--- config.mk ---
export PLATFORM = sky130hd
export DESIGN_NAME = acs_unit
export DESIGN_NICKNAME = d
export VERILOG_FILES = /design/src/rtl/acs_pkg.sv /design/src/rtl/acs_butterfly_cell.sv /design/src/rtl/acs_unit.sv
export SDC_FILE = /design/constraint.sdc
export NUM_CORES = 1
export LEC_CHECK = 0
export CORE_MARGIN = 5
export CORE_UTILIZATION = 25
export CTS_BUF_LIST = sky130_fd_sc_hd__clkbuf_8
export CTS_CLUSTER_DIAMETER = 200
export DETAILED_ROUTE_END_ITERATION = 7
export DONT_BUFFER_PORTS = 1
export SLEW_MARGIN = 20
export SYNTH_ARGS = -nofsm -noshare
export SYNTH_HDL_FRONTEND = slang
export SYNTH_SLANG_ARGS = --single-unit
--- constraint.sdc ---
create_clock -name PM_clk -period 6 [get_ports PM_clk]
set_input_delay 0.9 -clock PM_clk [delete_from_list [all_inputs] [get_ports PM_clk]]
set_output_delay 0.9 -clock PM_clk [all_outputs]
set_load 0.05 [all_outputs]
--- src/rtl/acs_pkg.sv ---
// -----------------------------------------------------------------------------
// acs_pkg
// Shared definitions for the add-compare-select stage of the K=3, rate-1/2
// hard-decision Viterbi decoder (generators 7,5 octal, 4 trellis states).
//   - Path-metric width and saturation value.
//   - FSM state encoding used by acs_unit.
//   - Branch output and branch metric helpers.
// -----------------------------------------------------------------------------
package acs_pkg;

  localparam int              N_STATES = 4;
  localparam int              PM_W     = 7;
  localparam logic [PM_W-1:0] PM_MAX   = 7'd127;

  typedef enum logic {
    IDLE = 1'b0,
    CALC = 1'b1
  } acs_state_e;

  // Encoder output {c0,c1} when input u leaves predecessor state p = {p1,x}.
  // c0 comes from generator 7 (u^p1^x), c1 from generator 5 (u^x).
  function automatic logic [1:0] branch_out(input logic [1:0] p, input logic u);
    return {u ^ p[1] ^ p[0], u ^ p[0]};
  endfunction

  // Hamming distance between two 2-bit symbols (0..2).
  function automatic logic [1:0] hamming2(input logic [1:0] a, input logic [1:0] b);
    logic [1:0] d;
    d = a ^ b;
    return {1'b0, d[1]} + {1'b0, d[0]};
  endfunction

endpackage

--- src/rtl/acs_butterfly_cell.sv ---
// -----------------------------------------------------------------------------
// acs_butterfly_cell
// Combinational add-compare-select for one next-state: adds the branch metric
// to each of the two predecessor metrics with saturation at PM_MAX and keeps
// the smaller sum. A tie selects the x=0 predecessor.
// Ports:
//   pm_x0_i / pm_x1_i  metrics of predecessors {p1,0} and {p1,1}
//   bm_x0_i / bm_x1_i  branch metrics of the two transitions
//   pm_o               selected (survivor) metric
//   dec_o              selected x (LSB of the surviving predecessor)
// -----------------------------------------------------------------------------
module acs_butterfly_cell
  import acs_pkg::*;
(
  input  logic [PM_W-1:0] pm_x0_i,
  input  logic [PM_W-1:0] pm_x1_i,
  input  logic [1:0]      bm_x0_i,
  input  logic [1:0]      bm_x1_i,
  output logic [PM_W-1:0] pm_o,
  output logic            dec_o
);

  logic [PM_W:0]   sum_x0;
  logic [PM_W:0]   sum_x1;
  logic [PM_W-1:0] cand_x0;
  logic [PM_W-1:0] cand_x1;

  // One extra bit catches the carry; any carry means the sum exceeded PM_MAX.
  assign sum_x0  = {1'b0, pm_x0_i} + {{(PM_W-1){1'b0}}, bm_x0_i};
  assign sum_x1  = {1'b0, pm_x1_i} + {{(PM_W-1){1'b0}}, bm_x1_i};
  assign cand_x0 = sum_x0[PM_W] ? PM_MAX : sum_x0[PM_W-1:0];
  assign cand_x1 = sum_x1[PM_W] ? PM_MAX : sum_x1[PM_W-1:0];

  // Strict compare so equal candidates keep the x=0 path.
  assign dec_o = (cand_x1 < cand_x0);
  assign pm_o  = dec_o ? cand_x1 : cand_x0;

endmodule

--- src/rtl/acs_unit.sv ---
// -----------------------------------------------------------------------------
// acs_unit
// Add-compare-select stage. Accepts one received symbol per handshake, then
// evaluates next-states 0..3 serially (one per cycle) through a single shared
// acs_butterfly_cell, emitting registered results into the PM_mem pipeline.
// The new metric set is committed to the internal path-metric store after the
// fourth state.
// Ports:
//   PM_clk, PM_rst           clock; asynchronous active-low reset
//   sym_valid / sym_ready    symbol handshake (accepted only when idle)
//   sym_in                   received {c0,c1}
//   sym_first                reload the initial metric set before this symbol
//   sym_term                 tail symbol: states with ns[1]=1 forced to PM_MAX
//   data_id                  frame tag latched with the symbol
//   PM_out, dec_out,
//   addr_out, term_out,
//   data_id_out, out_valid   registered per-state results
// Build option: define ACS_NORM_EN to subtract NORM_TH from all committed
// metrics when every one of them has reached NORM_TH.
// -----------------------------------------------------------------------------
module acs_unit
  import acs_pkg::*;
#(
  parameter logic [PM_W-1:0] INIT_PM = 7'd32
`ifdef ACS_NORM_EN
  , parameter logic [PM_W-1:0] NORM_TH = 7'd64
`endif
) (
  input  logic            PM_clk,
  input  logic            PM_rst,
  input  logic            sym_valid,
  output logic            sym_ready,
  input  logic [1:0]      sym_in,
  input  logic            sym_first,
  input  logic            sym_term,
  input  logic [2:0]      data_id,
  output logic [PM_W-1:0] PM_out,
  output logic            dec_out,
  output logic [1:0]      addr_out,
  output logic            term_out,
  output logic [2:0]      data_id_out,
  output logic            out_valid
);

  acs_state_e      state_q, state_d;
  logic [1:0]      cnt_q;
  logic [1:0]      sym_q;
  logic            term_q;
  logic [2:0]      id_q;
  logic [PM_W-1:0] pm_q   [N_STATES];
  logic [PM_W-1:0] npm_q  [N_STATES-1];
  logic [PM_W-1:0] npm_all[N_STATES];
  logic [PM_W-1:0] commit_pm[N_STATES];

  logic [PM_W-1:0] pm_out_q;
  logic            dec_out_q;
  logic [1:0]      addr_out_q;
  logic            term_out_q;
  logic [2:0]      id_out_q;
  logic            out_valid_q;

  // ---------------------------------------------------------------------------
  // Datapath for next-state ns = cnt_q = {u, p1}
  // ---------------------------------------------------------------------------
  logic [1:0]      pred_x0, pred_x1;
  logic [1:0]      bm_x0, bm_x1;
  logic [PM_W-1:0] cell_pm, res_pm;
  logic            cell_dec, res_dec;

  assign pred_x0 = {cnt_q[0], 1'b0};
  assign pred_x1 = {cnt_q[0], 1'b1};
  assign bm_x0   = hamming2(branch_out(pred_x0, cnt_q[1]), sym_q);
  assign bm_x1   = hamming2(branch_out(pred_x1, cnt_q[1]), sym_q);

  acs_butterfly_cell u_cell (
    .pm_x0_i (pm_q[pred_x0]),
    .pm_x1_i (pm_q[pred_x1]),
    .bm_x0_i (bm_x0),
    .bm_x1_i (bm_x1),
    .pm_o    (cell_pm),
    .dec_o   (cell_dec)
  );

  // A tail symbol only allows u=0, so states reached with u=1 are unreachable.
  assign res_pm  = (term_q && cnt_q[1]) ? PM_MAX : cell_pm;
  assign res_dec = (term_q && cnt_q[1]) ? 1'b0   : cell_dec;

  // State 3 is committed straight from the datapath in the same cycle it is
  // computed, so only states 0..2 need shadow storage.
  always_comb begin
    // NOTE: every variable gets a value before any branch so no latch is inferred.
    for (int i = 0; i < N_STATES - 1; i++) npm_all[i] = npm_q[i];
    npm_all[N_STATES-1] = res_pm;
    commit_pm = npm_all;
`ifdef ACS_NORM_EN
    if ((npm_all[0] >= NORM_TH) && (npm_all[1] >= NORM_TH) &&
        (npm_all[2] >= NORM_TH) && (npm_all[3] >= NORM_TH)) begin
      for (int i = 0; i < N_STATES; i++) commit_pm[i] = npm_all[i] - NORM_TH;
    end
`endif
  end

  // ---------------------------------------------------------------------------
  // FSM
  // ---------------------------------------------------------------------------
  always_comb begin
    state_d = state_q;
    case (state_q)
      IDLE:    if (sym_valid)       state_d = CALC;
      CALC:    if (cnt_q == 2'd3)   state_d = IDLE;
      default:                      state_d = IDLE;
    endcase
  end

  assign sym_ready = (state_q == IDLE);

  // NOTE: sequential state uses non-blocking assignments so every register
  // samples pre-edge values regardless of statement order.
  always_ff @(posedge PM_clk or negedge PM_rst) begin
    if (!PM_rst) begin
      state_q     <= IDLE;
      cnt_q       <= 2'd0;
      sym_q       <= 2'd0;
      term_q      <= 1'b0;
      id_q        <= 3'd0;
      pm_q        <= '{{PM_W{1'b0}}, INIT_PM, INIT_PM, INIT_PM};
      pm_out_q    <= '0;
      dec_out_q   <= 1'b0;
      addr_out_q  <= 2'd0;
      term_out_q  <= 1'b1;
      id_out_q    <= 3'd0;
      out_valid_q <= 1'b0;
    end else begin
      state_q     <= state_d;
      out_valid_q <= (state_q == CALC);
      if (state_q == IDLE) begin
        term_out_q <= 1'b1;
        if (sym_valid) begin
          sym_q  <= sym_in;
          term_q <= sym_term;
          id_q   <= data_id;
          cnt_q  <= 2'd0;
          if (sym_first) pm_q <= '{{PM_W{1'b0}}, INIT_PM, INIT_PM, INIT_PM};
        end
      end else begin
        cnt_q      <= cnt_q + 2'd1;
        pm_out_q   <= res_pm;
        dec_out_q  <= res_dec;
        addr_out_q <= cnt_q;
        term_out_q <= term_q;
        id_out_q   <= id_q;
        if (cnt_q == 2'd3) pm_q <= commit_pm;
      end
    end
  end

  // NOTE: the shadow metrics carry no reset; each entry is rewritten in the
  // same symbol before it is read at commit, and an aborted symbol never commits.
  always_ff @(posedge PM_clk) begin
    if (state_q == CALC) begin
      for (int i = 0; i < N_STATES - 1; i++) begin
        if (cnt_q == 2'(i)) npm_q[i] <= res_pm;
      end
    end
  end

  assign PM_out      = pm_out_q;
  assign dec_out     = dec_out_q;
  assign addr_out    = addr_out_q;
  assign term_out    = term_out_q;
  assign data_id_out = id_out_q;
  assign out_valid   = out_valid_q;

endmodule

==> reports/metrics.yaml, run 1 <==
status:
  outcome: "completed"
final_layout:
  regArea_um2: 1940
  final_util: 0.285
  area_delta_synth_final_pct: 10.8
  fin_cells: 495
  diodes: 0
  multiInputGateArea_um2: 1560
  nets: 334
  final_layout_size_suffix_gt1_frac: 0.130
  num-fill-cells: 1457
setup_path:
  worstPathRequired_ns: 6.07
  critPathArrivalTime_ns: 5.20
  path_class: "reg2reg"
  start_kind: "register"
  critPathMaxFanout: 9
  critPathCaptureType: "register"
floorplan:
  fp-row-count: 43
  fp.coreArea_um2: 14000
  die_y_um: 130
  initial_utilization: 0.257
  dieArea_um2: 16900
  io_pins: 26
  die_w_um: 130
grt:
  grt_max_degree: 53
  gr-total-overflow: 0
  grt_pass1_vias: 2523
  grt.total_usage: 0.108
  antenna_found_initial: 0
  grt_pass1_wl_um: 14100
placement:
  io_buffers: 0
  hpwlAfterDp_um: 6010
  dp.cells: 479
  gp_congestion: 0.915
detailed_routing:
  wl_per_cell_um: 17.4
  via_count: 2499
  viasPerCell: 5.05
  postRouteAntennaNets: 0
  drt_iter0_markers: 183
  drc: 0
  drt_pre_antenna_iters: 5
  wl_um: 8620
cts:
  htree_levels: 3
  cts_tree: "built"
  cts-root-buf: "clkbuf_8"
  clk_pin_slew_ns: 0.08
  cts_resized: 0
  worstSkewPairLatency_ns: 0.36
  cts_inserted_buffers: 9
  clock_sinks: 73
  cts_buffer_depth: 2
  hold_buffers: 0
  post_cts_buffers: 0
synthesis:
  synth_cells: 309
  ys_types: 53
  synth-seq-area-share: 0.539
  synthFlopType: "dfrtp_1"
  synth_edf_count: 21
  synth-warning-count: 0
  synth_nets: 333
  synthArstFlopShare: 0.712
  synth_commonest_cells: "48 x dfrtp_1, 36 x nand2_1, 21 x edfxtp_1"
  synth-seq-cells: 73
  synth_area_um2: 3590
  synth_top_area_share: 0.334
  syn_avg_cell_area_um2: 11.6
  yosysTopAreaCell: "dfrtp_1"
  synthTopCellsByArea: "dfrtp_1 33%, edfxtp_1 18%, a22o_1 4.9%, ha_1 4.2%, mux2_2 4.1%"
  yosysMostFrequentCell: "dfrtp_1"
timing:
  clock_skew_ns: 0.0114
  setup-tns-final_ns: 0
  relSlewSlack: 0.395
  setup_violations: 0
  rsz0062_at_grt: "no"
  finalHoldViolCount: 0
  fmax_mhz: 195
  post-route-period-util: 0.854
  slew_violations: 0
  worst_pin_slew_ns: 0.907
  fin_crit_ns: 5.13
job:
  drv_cap: 0
hold_path:
  worstHoldPathType: "in2async"
[flip-flops by register name, indices dropped and copies added (netlist names), 2 cells and up]
register	flops
pm_q	28
npm_q	21
PM_out	7
data_id_out	3
id_q	3
addr_out	2
cnt_q	2
sym_q	2
[cell type report]
type	count	area share
timing repair buffer	2	0.00377
inverter	12	0.0113
clock buffer	9	0.0311
multi-input combinational	212	0.393
sequential	73	0.487
tap	180	0.0566
clock inverter	7	0.0179
[cells in the final DEF, fill, tap and decap left out, types with 3 or more instances in the layout]
cell type,instances
a21oi_1,11
a22o_1,20
a31oi_1,3
and2_1,5
clkbuf_8,9
dfrtp_1,48
dfstp_2,4
edfxtp_1,21
ha_1,12
inv_1,14
mux2_2,13
mux2i_1,10
nand2_1,36
nand2b_1,9
nand3_1,5
nand4_1,3
nand4b_1,3
nor2_1,14
nor3_1,7
o21ai_0,5
o22a_1,4
o22ai_1,5
o31ai_1,4
xor2_1,5
[layer usage]
| layer | part of all wire | vias up | GRT usage |
|---|---|---|---|
| li1 | - | 1142 | - |
| met1 | 0.46 | 1271 | 0.145 |
| met2 | 0.45 | 74 | 0.163 |
| met3 | 0.074 | 12 | 0.0389 |
| met4 | 0.015 | 0 | 0.0318 |
| met5 | 0 | - | 0 |
[critical path, cell delays in order, from the launching register on]
cell      delay [ns]
dfrtp_1         0.46
inv_1           0.12
ha_1            0.31
xnor2_1         0.29
inv_1           0.11
fa_1            0.45
nor4bb_1        0.28
a41oi_1         0.13
a21oi_1         0.23
mux4_2          0.34
ha_1            0.34
a21o_1          0.19
a21oi_1         0.43
and3_1          0.27
a32o_1          0.42
mux2i_1         0.33
nand2_1         0.14
[logic make-up (layout without fill, tap and decap cells)]
logic type | Yosys count | after routing | share of synthesized area
and+or+nand+nor | 95 | 95 | 0.134
DFF | 73 | 73 | 0.539
AOI/OAI and AO/OA | 71 | 71 | 0.149
muxes | 25 | 25 | 0.0812
buffers and inverters | 24 | 30 | 0.0268
adders and majority gates | 14 | 14 | 0.0529
xor gates and xnor gates | 7 | 7 | 0.0171
[metrics by stage]
| stage | area, um2 | setup WS (ns) | hold slack (ns) |
|---|---|---|---|
| detailed placement | 3780 | 0.932 | 0.461 |
| finish | 3980 | 0.875 | 0.231 |
| global placement | 3780 | 1.13 | 0.453 |
| floorplan | 3590 | 1.09 | 0.423 |
| global route | 3980 | 0.465 | 0.202 |
| CTS | 3980 | 0.898 | 0.208 |
[final timing paths]
kind	from	to	slack, ns	cells after the start
worst max-delay path	cnt_q[1]	npm_q[0][12]	0.87	16
worst max register to register	cnt_q[1]	npm_q[0][12]	0.87	16
min in group PM_clk	npm_q[0][14]	pm_q[7]	0.47	1
worst min-delay path	PM_rst	pm_q[23]	0.23	0
max in group asynchronous	PM_rst	term_out	5.58	0
worst min register to register	npm_q[0][14]	pm_q[7]	0.47	1
Power of run 1 is not shown: default switching activity piles up to over one toggle a cycle in this logic, so the estimate is an artifact.
==> inputs of run 2 (changes only) <==
--- a/config.mk
+++ b/config.mk
@@ -5,6 +5,7 @@
 export SDC_FILE = /design/constraint.sdc
 export NUM_CORES = 1
 export LEC_CHECK = 0
+export CAP_MARGIN = 30
 export CORE_MARGIN = 5
 export CORE_UTILIZATION = 25
 export CTS_BUF_LIST = sky130_fd_sc_hd__clkbuf_8
==> constraint.sdc (replaced) <==
create_clock -name PM_clk -period 6.2 [get_ports PM_clk]
set_input_delay 0.93 -clock PM_clk [delete_from_list [all_inputs] [get_ports PM_clk]]
set_output_delay 0.93 -clock PM_clk [all_outputs]
set_load 0.05 [all_outputs]
==> run 2 against run 1 <==
Compared with the run above: setup slack improved by 0.24 ns; final cell count unchanged; critical endpoint unchanged; flip-flop and latch count is the same.
==> reports/metrics.yaml, run 2 (synthesis results as in run 1) <==
cts:
  cts_inserted_buffers: 9  # unchanged
  hold_buffers: 0  # unchanged
  clk_pin_slew_ns: 0.08  # about the same
  post_cts_buffers: 0  # unchanged
  clock_sinks: 73  # unchanged
  cts_buffer_depth: 2  # unchanged
  cts-root-buf: "clkbuf_8"
  worstSkewPairLatency_ns: 0.35  # about the same
  htree_levels: 3  # unchanged
  cts_resized: 0  # unchanged
  cts_tree: "built"
final_layout:
  largest-register: "pm_q"
  num-fill-cells: 1445  # -0.82%
  area_delta_synth_final_pct: 10.3
  multiInputGateArea_um2: 1560  # unchanged
  layout_commonest_cell: "dfrtp_1"
  mostFrequentLayoutCells: "48 x dfrtp_1, 36 x nand2_1, 21 x edfxtp_1"
  largest_reg_flops: 28  # unchanged
  nets: 334  # unchanged
  diodes: 0  # unchanged
  regArea_um2: 1940  # unchanged
  final_layout_size_suffix_gt1_frac: 0.130  # unchanged
grt:
  grt_pass1_vias: 2511  # -0.48%
  grt.total_usage: 0.108  # +0.000631
  antenna_found_initial: 0  # unchanged
  grt_max_degree: 53  # unchanged
  gr-total-overflow: 0  # unchanged
  busiest_layer: "met2"
  grt.met3_usage: 0.0348  # -0.00409
  grt_pass1_wl_um: 14200  # +0.44%
  grt_use_met2: 0.161  # -0.00182
  grtUsageMet1: 0.150  # +0.00473
timing:
  fin_crit_ns: 5.09  # -0.0371 ns
  worst_pin_slew_ns: 0.902  # -0.00527 ns
  finalHoldViolCount: 0  # unchanged
  clock_skew_ns: 0.0111  # -0.000361 ns
  setup-tns-final_ns: 0  # unchanged
  relSlewSlack: 0.399  # +0.00351
  fin_hold_ws_ns: 0.272  # +0.0405 ns
  post-route-period-util: 0.821  # -0.0335
  layout_setup_ws_ns: 1.11  # +0.237 ns
  rsz0062_at_grt: "no"
  fmax_mhz: 197  # +0.73%
  setup_violations: 0  # unchanged
  slew_violations: 0  # unchanged
detailed_routing:
  via_count: 2439  # -2.4%
  viasPerCell: 4.93  # -2.4%
  postRouteAntennaNets: 0  # unchanged
  drc: 0  # unchanged
  drt_iter0_markers: 149  # -19%
  wl_per_cell_um: 17.2  # -1.5%
  wl_um: 8490  # -1.5%
  drt_pre_antenna_iters: 4  # -1
floorplan:
  fp.coreArea_um2: 14000  # unchanged
  io_pins: 26  # unchanged
  dieArea_um2: 16900  # unchanged
  fp-row-count: 43  # unchanged
  die_w_um: 130  # unchanged
  die_y_um: 130  # unchanged
  initial_utilization: 0.257  # unchanged
setup_path:
  worstPathRequired_ns: 6.26  # +0.19 ns
  path_class: "reg2reg"
  critPathMaxFanout: 9  # unchanged
  critPathArrivalTime_ns: 5.15  # -0.05 ns
  critPathCaptureType: "register"
  start_kind: "register"
placement:
  hpwlAfterDp_um: 5940  # -1.2%
  dp_slack_ns: 1.17  # +0.234 ns
  io_buffers: 0  # unchanged
  gp_congestion: 0.922  # +0.74%
job:
  drv_cap: 0  # unchanged
hold_path:
  worstHoldPathType: "in2async"
status:
  outcome: "completed"
run 2: cell types whose count changed in the layout (fill, tap and decap cells not counted):
cell	previous run	this run
clkbuf_8	9	11
clkinv_2	0	2
bufinv_16	1	0
inv_6	2	0
clkinv_4	1	0
run 2: worst max-delay path, stage by stage (launching register included):
cell,delay (ns)
dfrtp_1,0.46
inv_1,0.11
ha_1,0.31
xnor2_1,0.27
inv_1,0.11
fa_1,0.45
nor4bb_1,0.27
a41oi_1,0.12
a21oi_1,0.23
mux4_2,0.35
ha_1,0.33
a21o_1,0.18
a21oi_1,0.46
and3_1,0.27
a32o_1,0.42
mux2i_1,0.33
nand2_1,0.12
run 2: metrics by stage:
stage	cells	utilization	instance area [um2]
final	495	0.283	3960
after global routing	495	0.283	3960
after CTS	495	0.283	3960
after detailed placement	479	0.271	3780
after global placement	479	0.271	3780
after floorplan	309	-	3590
run 2: metal layers:
metal	routed length, um	share of wire
met5	0	0
met4	150	0.018
met3	634	0.075
met2	3850	0.45
met1	3860	0.45
run 2: final timing paths:
check	slack, ns	cells after the start	endpoint	start
worst max-delay path	1.11	16	npm_q[0][12]	cnt_q[1]
max in group asynchronous	5.72	0	pm_q[5]	PM_rst
worst max register to register	1.11	16	npm_q[0][12]	cnt_q[1]
worst min-delay path	0.27	0	pm_q[9]	PM_rst
min in group PM_clk	0.47	1	pm_q[7]	npm_q[0][14]
worst min register to register	0.47	1	pm_q[7]	npm_q[0][14]
run 2: area by class of cell:
type,count,area share
Timing Repair Buffer,2,0.00379
Clock inverter,5,0.00632
Sequential cell,73,0.489
Tap cell,180,0.0569
Inverter,12,0.0114
Multi-Input combinational cell,212,0.395
Clock buffer,11,0.0382
Power of run 2 is left out for the same reason.
